[config.mk]
export PLATFORM = sky130hd
export DESIGN_NAME = vector_result_serializer
export DESIGN_NICKNAME = d
export VERILOG_FILES = /design/src/rtl/vector_result_serializer.sv
export SDC_FILE = /design/constraint.sdc
export NUM_CORES = 1
export LEC_CHECK = 0
export CORE_MARGIN = 2
export CORE_UTILIZATION = 35
export DETAILED_ROUTE_END_ITERATION = 16
export PLACE_DENSITY = 0.69
export SYNTH_ARGS = -nofsm -noshare
export SYNTH_HDL_FRONTEND = slang
export SYNTH_SLANG_ARGS = --single-unit
[constraint.sdc]
create_clock -name clk -period 3.81 [get_ports clk]
set_clock_uncertainty 0.05 [all_clocks]
set_input_delay 0.762 -clock clk [delete_from_list [all_inputs] [get_ports clk]]
set_output_delay 0.762 -clock clk [all_outputs]
set_load 0.01 [all_outputs]
[src/rtl/vector_result_serializer.sv]
// vector_result_serializer: captures a result vector on load and streams it as
// a length byte followed by each element little-endian over a byte valid/ready link.
`default_nettype none

module vector_result_serializer #(
  parameter int BITS = 8,
  parameter int N    = 4
) (
  input  logic            clk,
  input  logic            rst,
  input  logic [BITS-1:0] S [N-1:0],
  input  logic [7:0]      S_len,
  input  logic            load,
  output logic            busy,
  output logic            done,
  output logic [7:0]      tx_data,
  output logic            tx_valid,
  input  logic            tx_ready
);

  localparam int BYTES = BITS / 8;
  localparam int EW    = $clog2(N + 1);
  localparam int BW    = $clog2(BYTES) + 1;
  localparam int IW    = (N > 1) ? $clog2(N) : 1;

  localparam logic [7:0]    N_LEN     = 8'(N);
  localparam logic [BW-1:0] LAST_BYTE = BW'(BYTES - 1);

  typedef enum logic [1:0] {
    IDLE = 2'd0,
    HDR  = 2'd1,
    DATA = 2'd2
  } state_t;

  state_t          state_q, state_d;
  logic [BITS-1:0] cap_q [N-1:0];
  logic [BITS-1:0] cap_d [N-1:0];
  logic [7:0]      len_q, len_d;
  logic [EW-1:0]   elem_q, elem_d;
  logic [BW-1:0]   byte_q, byte_d;
  logic            done_q, done_d;

  logic [BITS-1:0] elem_word;
  logic            last_byte;
  logic            last_elem;

  assign elem_word = cap_q[elem_q[IW-1:0]];
  assign last_byte = (byte_q == LAST_BYTE);
  assign last_elem = (8'(elem_q) == (len_q - 8'd1));

  // Outputs come only from registered state, so tx_valid never sees tx_ready.
  assign busy     = (state_q != IDLE);
  assign tx_valid = (state_q != IDLE);
  assign done     = done_q;

  always_comb begin
    tx_data = 8'd0;
    case (state_q)
      HDR:     tx_data = len_q;
      DATA:    tx_data = 8'(elem_word >> {byte_q, 3'b000});
      default: tx_data = 8'd0;
    endcase
  end

  always_comb begin
    state_d = state_q;
    cap_d   = cap_q;
    len_d   = len_q;
    elem_d  = elem_q;
    byte_d  = byte_q;
    done_d  = 1'b0;
    case (state_q)
      IDLE: begin
        if (load) begin
          cap_d   = S;
          len_d   = (S_len > N_LEN) ? N_LEN : S_len;
          elem_d  = '0;
          byte_d  = '0;
          state_d = HDR;
        end
      end
      HDR: begin
        if (tx_ready) begin
          elem_d = '0;
          byte_d = '0;
          if (len_q == 8'd0) begin
            state_d = IDLE;
            done_d  = 1'b1;
          end else begin
            state_d = DATA;
          end
        end
      end
      DATA: begin
        if (tx_ready) begin
          if (last_byte) begin
            byte_d = '0;
            if (last_elem) begin
              elem_d  = '0;
              state_d = IDLE;
              done_d  = 1'b1;
            end else begin
              elem_d = elem_q + EW'(1);
            end
          end else begin
            byte_d = byte_q + BW'(1);
          end
        end
      end
      default: state_d = IDLE;
    endcase
  end

  always_ff @(posedge clk) begin
    if (rst) begin
      state_q <= IDLE;
      len_q   <= '0;
      elem_q  <= '0;
      byte_q  <= '0;
      done_q  <= 1'b0;
      for (int i = 0; i < N; i++) begin
        cap_q[i] <= '0;
      end
    end else begin
      state_q <= state_d;
      len_q   <= len_d;
      elem_q  <= elem_d;
      byte_q  <= byte_d;
      done_q  <= done_d;
      for (int i = 0; i < N; i++) begin
        cap_q[i] <= cap_d[i];
      end
    end
  end

endmodule

`default_nettype wire

# Word-level counts from Yosys, hierarchy flattened
# Cells that the tools add are included.
[word_totals]
register_bits = 47
out_inout_bits = 11
[classes]
add_sub_neg = 3
magnitude_cmp = 2
n_eq_ne = 8
n_shift = 1
muxes = 28
reduce_logical = 8
[op_table]
columns = ["operator", "count"]
rows = [
  ["8-bit binary-select mux with 2-bit select", 1],
  ["8-bit 2-to-1 mux", 2],
  ["8-bit one-hot mux with 2 select lines", 1],
  ["3-bit 2-to-1 mux", 5],
  ["2-bit 2-to-1 mux", 6],
  ["2-bit != test, second input constant", 5],
  ["5-bit AND reduction", 2],
  ["1-bit 2-to-1 mux", 9],
  ["3-bit one-hot mux with 3 select lines", 1],
  ["3-bit by 8-bit equality test with 1-bit output", 1],
  ["8-bit by 3-bit > comparator with 1-bit output, second input constant", 1],
  ["8-bit zero test", 1],
  ["8-bit by 4-bit >> shifter with 8-bit output", 1],
  ["8-bit by 1-bit subtractor with 8-bit output, second input constant", 1],
  ["2-bit one-hot mux with 3 select lines", 1],
  ["4-bit AND reduction", 1],
  ["3-bit by 1-bit adder with 3-bit output, second input constant", 1],
  ["2-bit by 3-bit less-than comparator with 1-bit output, second input constant", 1],
  ["1-bit one-hot mux with 3 select lines", 1],
  ["3-bit nonzero test", 1],
  ["2-bit by 1-bit equality test with 1-bit output, second input constant", 1],
  ["2-bit equality test, second input constant", 1],
  ["2-bit zero test", 1],
  ["1-bit one-hot mux with 2 select lines", 1],
  ["3 further kinds", 3],
]

# Logic depth before layout (Yosys ltp)
# Gate-level depths: netlist of run 1.
[logic_depth]
word_depth = 6
depth_mapped = 7
mapped_depth_nobuf = 7

# Least setup slack after synthesis of run 1
# No wires, ideal clock.
[synth_path]
path_kind = "register -> output"
startpoint = "register elem_q[0]"
endpoint = "output tx_data[0]"
arrival_ns = 1.374
setup_slack_ns = 1.624
path_stages_with_launch = 5
path_buffers = 1
path_cell_list = "dfxtp_1 buf_2 mux4_2 a22oi_1 nor2b_1"
[synth_between]
elab_chain_len = 4
[synth_lines]
columns = ["item", "line_no", "source"]
rows = [
  ["start, declared", "39", "logic [EW-1:0] elem_q, elem_d;"],
  ["start signal, assigned", "127", "elem_q <= elem_d;"],
  ["8-bit binary-select mux with 2-bit select", "47", "assign elem_word = cap_q[elem_q[IW-1:0]];"],
  ["8-bit 2-to-1 mux (implied by the code)", "47", ""],
  ["8-bit by 4-bit >> shifter with 8-bit output", "60", "DATA: tx_data = 8'(elem_word >> {byte_q, 3'b000});"],
  ["8-bit one-hot mux with 2 select lines", "58", "case (state_q)"],
  ["end, declared", "16", "output logic [7:0] tx_data,"],
]
# No other way between the ends. The select of a mux whose other input is x is not followed.

# Worst setup path after layout of run 1
[layout_path]
startpoint = "register elem_q[0]"
endpoint = "output tx_data[2]"
# Same word-level chain as after synthesis.

==> results of run 1 <==
-- per-stage QoR --
step	setup slack (ns)	std cells	total power, mW
2_1_floorplan	1.624	273	0.7915
3_3_place_gp	0.9999	389	0.9092
3_5_place_dp	0.9796	389	0.9167
4_1_cts	0.6058	396	1.191
5_1_grt	0.4734	396	1.255
6_report	0.6226	396	1.181
-- logic make-up after synthesis --
| logic type | after synthesis | share of synthesized area |
|---|---|---|
| simple gates | 122 | 0.2465 |
| compound gates | 61 | 0.1604 |
| flops | 46 | 0.4114 |
| buf+inv | 25 | 0.04528 |
| mux | 10 | 0.08943 |
| fa+ha+maj | 7 | 0.03913 |
| xor+xnor | 2 | 0.007827 |
-- state kept, by name (all words and copies together) (netlist names) --
| name | count |
|---|---|
| cap_q | 32 |
| state_q | 2 |
| elem_q | 3 |
| done | 1 |
| len_q | 8 |
-- report_power, final --
part	switching, mW	internal, mW	total (mW)
Clock	0.151	0.126	0.277
Sequential	0.0356	0.531	0.567
Combinational	0.183	0.154	0.337
Total	0.369	0.812	1.18
-- cell type report --
type / instances / area [µm²]
sequential: 46 / 920.9
timing repair buffer: 56 / 555.5
inverter: 8 / 30.03
multi-input combinational: 202 / 1216
clock buffer: 7 / 76.32
fill: 633 / 3382
tap: 77 / 96.34
-- cell usage in the layout (no fill, tap or decap), drive strengths merged --
cell type | Yosys | routed
nor3 | 3 | 3
clkbuf | 13 | 7
dfxtp | 46 | 46
o21ai | 4 | 4
a31oi | 1 | 1
buf | 4 | 2
o2111a | 1 | 1
a211oi | 1 | 1
nand3b | 1 | 1
nor2b | 9 | 9
o2111ai | 1 | 1
xor2 | 2 | 2
or3 | 2 | 2
nor2 | 12 | 12
nand2b | 6 | 6
a32oi | 1 | 1
a21oi | 37 | 37
a21o | 1 | 1
inv | 8 | 8
o21a | 2 | 2
nand2 | 74 | 74
mux2i | 2 | 2
nand4 | 2 | 2
nand3 | 2 | 2
nor3b | 1 | 1
mux4 | 8 | 8
ha | 7 | 7
a22oi | 8 | 8
and3 | 1 | 1
or4 | 1 | 1
o22ai | 1 | 1
and2 | 8 | 8
clkdlybuf4s50 | 0 | 54
o211ai | 3 | 3
-- cell usage after synthesis, drive strengths merged, types with 2 or more instances --
library cell   n  area share
a21oi         37       0.083
a22oi          8       0.027
and2           8       0.022
buf            4       0.010
clkbuf        13       0.022
dfxtp         46        0.41
ha             7       0.039
inv            8       0.013
mux2i          2      0.0089
mux4           8       0.080
nand2         74        0.12
nand2b         6       0.017
nand3          2      0.0045
nand4          2      0.0084
nor2          12       0.020
nor2b          9       0.025
nor3           3      0.0067
o211ai         3       0.010
o21a           2      0.0067
o21ai          4      0.0089
or3            2      0.0056
xor2           2      0.0078
-- worst min-delay path by stage --
stage / startpoint / end / slack [ns] / cells past startpoint
global route: cap_q[17] / cap_q[17] / 0.44 / 2
floorplan: cap_q[13] / cap_q[13] / 0.38 / 2
CTS: cap_q[5] / cap_q[5] / 0.41 / 2
finish: cap_q[15] / cap_q[15] / 0.41 / 2
global placement: cap_q[10] / cap_q[10] / 0.40 / 2
detailed placement: cap_q[5] / cap_q[5] / 0.40 / 2
-- metal layers --
metal  GRT usage  up-vias  share of wire
met5           0        -              0
met1      0.2097      922           0.48
met4     0.04252        0          0.011
met3     0.03165        5          0.044
met2      0.2662       40           0.46
li1            -     1018              -
-- tightest hold or removal path: cells and delay by family, from the launching register on --
family | cells | cell delay, ns
compound gates | 1 | 0.05
simple gates | 1 | 0.05
flops | 1 | 0.32
==> impl_metrics.ini, run 1 <==
[logic_synthesis]
synth_seq_cells = 46
synth_fp_nets = 324
ys_seq_area_frac = 0.4114
async_flop_share = 0
avgSynthCellArea_um2 = 8.199
syn_area_um2 = 2238
synth_top_flop_cell = dfxtp_1
ys_types = 35
synth_edf_count = 0
ys_warn_count = 0
postSynthCellCount = 273

[finish]
drive_gt1_frac = 0.05016
final_area_um2 = 2895
utilization = 0.4612
nets = 370
areaGrowthSynthToFinish_pct = 29.35
diodes = 0

[global_routing]
overflow = 0
antenna_found_initial = 0
grt_pass1_vias = 1976
track_usage = 0.1591
grt_pass1_wl_mm = 9.039
grt_max_degree = 38

[clock_tree]
post_cts_buffers = 0
clk_path_buf_depth = 2
htree_num_levels = 2
root_buffer = clkbuf_8
clock_latency_ns = 0.30
cts-resized-gates = 0
cts_buffers = 5
holdBufCountCts = 0
cts_num_sinks = 46
clk_pin_slew_ns = 0.08
cts_tree = yes

[place]
dp_hpwl_mm = 3.904
io_buffers = 54
placed_cell_area_um2 = 2819
place.gp.congestion = 0.7935

[die]
die_w_um = 83.97
die_h_um = 83.97
fp-row-count = 29
design.die.area_um2 = 7051
io_pins = 55
start_util = 0.3566
coreArea_um2 = 6277

[critical_path]
cp.depth = 4
crit_start = elem_q[0]
crit_buf_inv = 1
r2r_end = elem_q[2]
rr_worst_depth = 7
critPathSlowestCell = dfxtp_1
slowest_delay_ns = 0.73
crit_arrival_ns = 2.38
rrSetupSlack_ns = 1.84
crit_type = flip-flop to output pin
cp.required_ns = 3.00
reg2reg_from = state_q[0]
worstSetupEndpointType = output pin
cp_max_fo = 13
crit_family = flip-flops
cp-start-kind = flip-flop
cp_cell_sequence = mux4_2 > a22oi_1 > nor2b_1 > clkdlybuf4s50_1
crit_path_end = tx_data[2]

[drt]
drt_iter0_markers = 121
wire_per_inst_um = 13.42
wl_mm = 5.316
drc_errors = 0
route.antenna.remaining_nets = 0
vias = 1985
viasPerCell = 5.013
firstDrtPassIters = 4

[timing]
min_period_ns = 3.187
finalHoldViolCount = 0
hold_ws_ns = 0.4098
period_share = 0.8366
clock.fmax_ghz = 0.3137
tightest_slew_ns = 1.040
finalSetupTns_ns = 0
grt_setup_unrepaired = false
setup-violations-final = 0
drv_slew = 0
slew_headroom = 0.3050

[hold_path]
hp-class = flip-flop to flip-flop

[power_and_ir_drop]
power.density_nw_per_um2 = 407.9
p_leak_nw = 1.033
max-vdd-ir-drop_mv = 0.2579

[outcome]
status = completed

[job]
maxCapViolCount = 0
No activity file was read; power rests on OpenSTA's default activity.
==> run 2: changes to the inputs <==
--- a/config.mk
+++ b/config.mk
@@ -8,7 +8,7 @@
 export CORE_MARGIN = 2
 export CORE_UTILIZATION = 35
 export DETAILED_ROUTE_END_ITERATION = 16
-export PLACE_DENSITY = 0.69
+export PLACE_DENSITY = 0.71
 export SYNTH_ARGS = -nofsm -noshare
 export SYNTH_HDL_FRONTEND = slang
 export SYNTH_SLANG_ARGS = --single-unit
==> constraint.sdc (replaced) <==
create_clock -name clk -period 2.55 [get_ports clk]
set_clock_uncertainty 0.05 [all_clocks]
set_input_delay 0.51 -clock clk [delete_from_list [all_inputs] [get_ports clk]]
set_output_delay 0.51 -clock clk [all_outputs]
set_load 0.01 [all_outputs]
==> impl_metrics.ini, run 2 (same netlist as run 1, synthesis figures left out) <==
[global_routing]
track_usage = 0.1642
overflow = 0
antenna_found_initial = 0
grt_max_degree = 38
grt_pass1_wl_mm = 9.591
grt_pass1_vias = 2027

[finish]
top_register = cap_q
final_common_cell = nand2_1
diodes = 0
largest_reg_flops = 32
areaGrowthSynthToFinish_pct = 36.61
layout_common_cells = nand2_1, clkdlybuf4s50_1, dfxtp_1
fin_cells = 406
largestRegisters = cap_q: 32 flops, len_q: 8 flops, elem_q: 3 flops
drive_gt1_frac = 0.1125
fillers = 601
nets = 380
utilization = 0.4871

[power_and_ir_drop]
p_leak_nw = 1.139
p_int_mw = 1.380
max-vdd-ir-drop_mv = 0.3492
pwr-share-clk = 0.277
seqPwrFrac = 0.435
power.density_nw_per_um2 = 637.5
p_sw_frac = 0.2923
p_sw_uw = 569.8
p_comb_frac = 0.288

[drt]
vias = 2030
route.antenna.remaining_nets = 0
wl_met2_mm = 2.588
wire_per_inst_um = 13.43
drt_iter0_markers = 174
wl_mm = 5.454
drc_errors = 0
viasPerCell = 5.000
top_layer = met4
met1Wirelength_mm = 2.490
wl_met3_um = 275
firstDrtPassIters = 4

[timing]
period_share = 0.9697
slew_headroom = 0.6855
tightest_slew_ns = 0.4697
hold_ws_ns = 0.4042
grt_setup_unrepaired = false
clock.fmax_ghz = 0.4044
min_period_ns = 2.473
finalHoldViolCount = 0
drv_slew = 0
finalSetupTns_ns = 0
setup-violations-final = 0

[job]
maxCapViolCount = 0

[critical_path]
cp.required_ns = 1.99
worstSetupEndpointType = output pin
crit_type = flip-flop to output pin
rr_worst_depth = 7
crit_arrival_ns = 1.91
reg2reg_from = len_q[0]
cp-start-kind = flip-flop
cp_max_fo = 5
r2r_end = state_q[1]
rrSetupSlack_ns = 0.62

[hold_path]
min_path_cells = 2
hp-class = flip-flop to flip-flop
min_to = cap_q[21]
min_from = cap_q[21]

[clock_tree]
cts_buffers = 5
clk_path_buf_depth = 2
cts_num_sinks = 46
cts_tree = yes
htree_num_levels = 2
root_buffer = clkbuf_8
clock_latency_ns = 0.29
clk_pin_slew_ns = 0.07
holdBufCountCts = 0

[die]
start_util = 0.3566
io_pins = 55
die_h_um = 83.97
coreArea_um2 = 6277
die_w_um = 83.97
fp-row-count = 29
design.die.area_um2 = 7051

[place]
dp.cells = 397
io_buffers = 54
dp_hpwl_mm = 4.020
place.gp.congestion = 0.8561

[outcome]
status = completed
-- run 2: cell types whose count changed in the layout (fill, tap and decap cells not counted), moves of 3 or more --
| cell | before | now |
|---|---|---|
| buf_4 | 2 | 11 |
| clkdlybuf4s50_1 | 54 | 48 |
| dfxtp_1 | 46 | 42 |
| dfxtp_2 | 0 | 3 |
| dlygate4sd2_1 | 0 | 6 |
| ha_1 | 7 | 4 |
| ha_4 | 0 | 3 |
-- run 2: routing by layer --
layer / global-route usage / vias up
met5: 0 / -
met4: 0.04985 / 0
met3: 0.03363 / 9
met2: 0.2713 / 64
met1: 0.2163 / 921
li1: - / 1036
-- run 2: power groups by stage --
stage	combinational [mW]	clock, mW	sequential, mW
after floorplan	0.342	0	0.841
after global placement	0.515	0	0.857
after detailed placement	0.525	0	0.861
after CTS	0.535	0.551	0.844
after global routing	0.625	0.586	0.859
final	0.562	0.539	0.848
-- run 2: per-stage QoR --
step / power, mW / worst slack [ns] / instance area, µm²
floorplan: 1.183 / 0.6159 / 2238
global placement: 1.372 / 0.2851 / 2879
detailed placement: 1.386 / 0.2607 / 2879
CTS: 1.930 / 0.002760 / 3012
global route: 2.069 / 0.01030 / 3058
finish: 1.950 / 0.07714 / 3058
-- run 2: worst max-delay path: stages, from the launching register on --
cell	delay (ns)
dfxtp_4	0.38
mux4_2	0.49
a22oi_1	0.20
nor2b_1	0.08
clkdlybuf4s50_1	0.48
-- run 2: what timing repair did --
item / 4_1_cts / 5_1_grt
setup buffers: 2 / 0
hold endpoints to repair: 0 / 0
gates resized for setup: 11 / 9
setup endpoints to repair: 8 / 3
-- run 2: how the worst max path moves through the flow --
stage | start | end | slack, ns | cells past startpoint
floorplan | elem_q[0] | tx_data[0] | 0.62 | 4
global placement | elem_q[0] | tx_data[0] | 0.29 | 5
detailed placement | elem_q[0] | tx_data[7] | 0.26 | 5
CTS | elem_q[1] | tx_data[5] | 0.003 | 4
global route | elem_q[1] | tx_data[5] | 0.01 | 4
finish | elem_q[1] | tx_data[6] | 0.08 | 4
-- run 2: area by class of cell --
cell class,instances,area (µm²),area share
multi-input combinational,202,1264,0.4133
sequential,46,928.4,0.3036
timing repair buffer,66,626.9,0.2050
tap,77,96.34,0.03151
clock buffer,6,82.58,0.02700
clock inverter,1,30.03,0.009820
inverter,8,30.03,0.009820
==> run 3: changes to the inputs <==
--- a/config.mk
+++ b/config.mk
@@ -9,6 +9,7 @@
 export CORE_UTILIZATION = 35
 export DETAILED_ROUTE_END_ITERATION = 16
 export PLACE_DENSITY = 0.71
+export SLEW_MARGIN = 20
 export SYNTH_ARGS = -nofsm -noshare
 export SYNTH_HDL_FRONTEND = slang
 export SYNTH_SLANG_ARGS = --single-unit
==> results of run 3 <==
No change in the layout: final DEF, timing and power equal those of run 2.
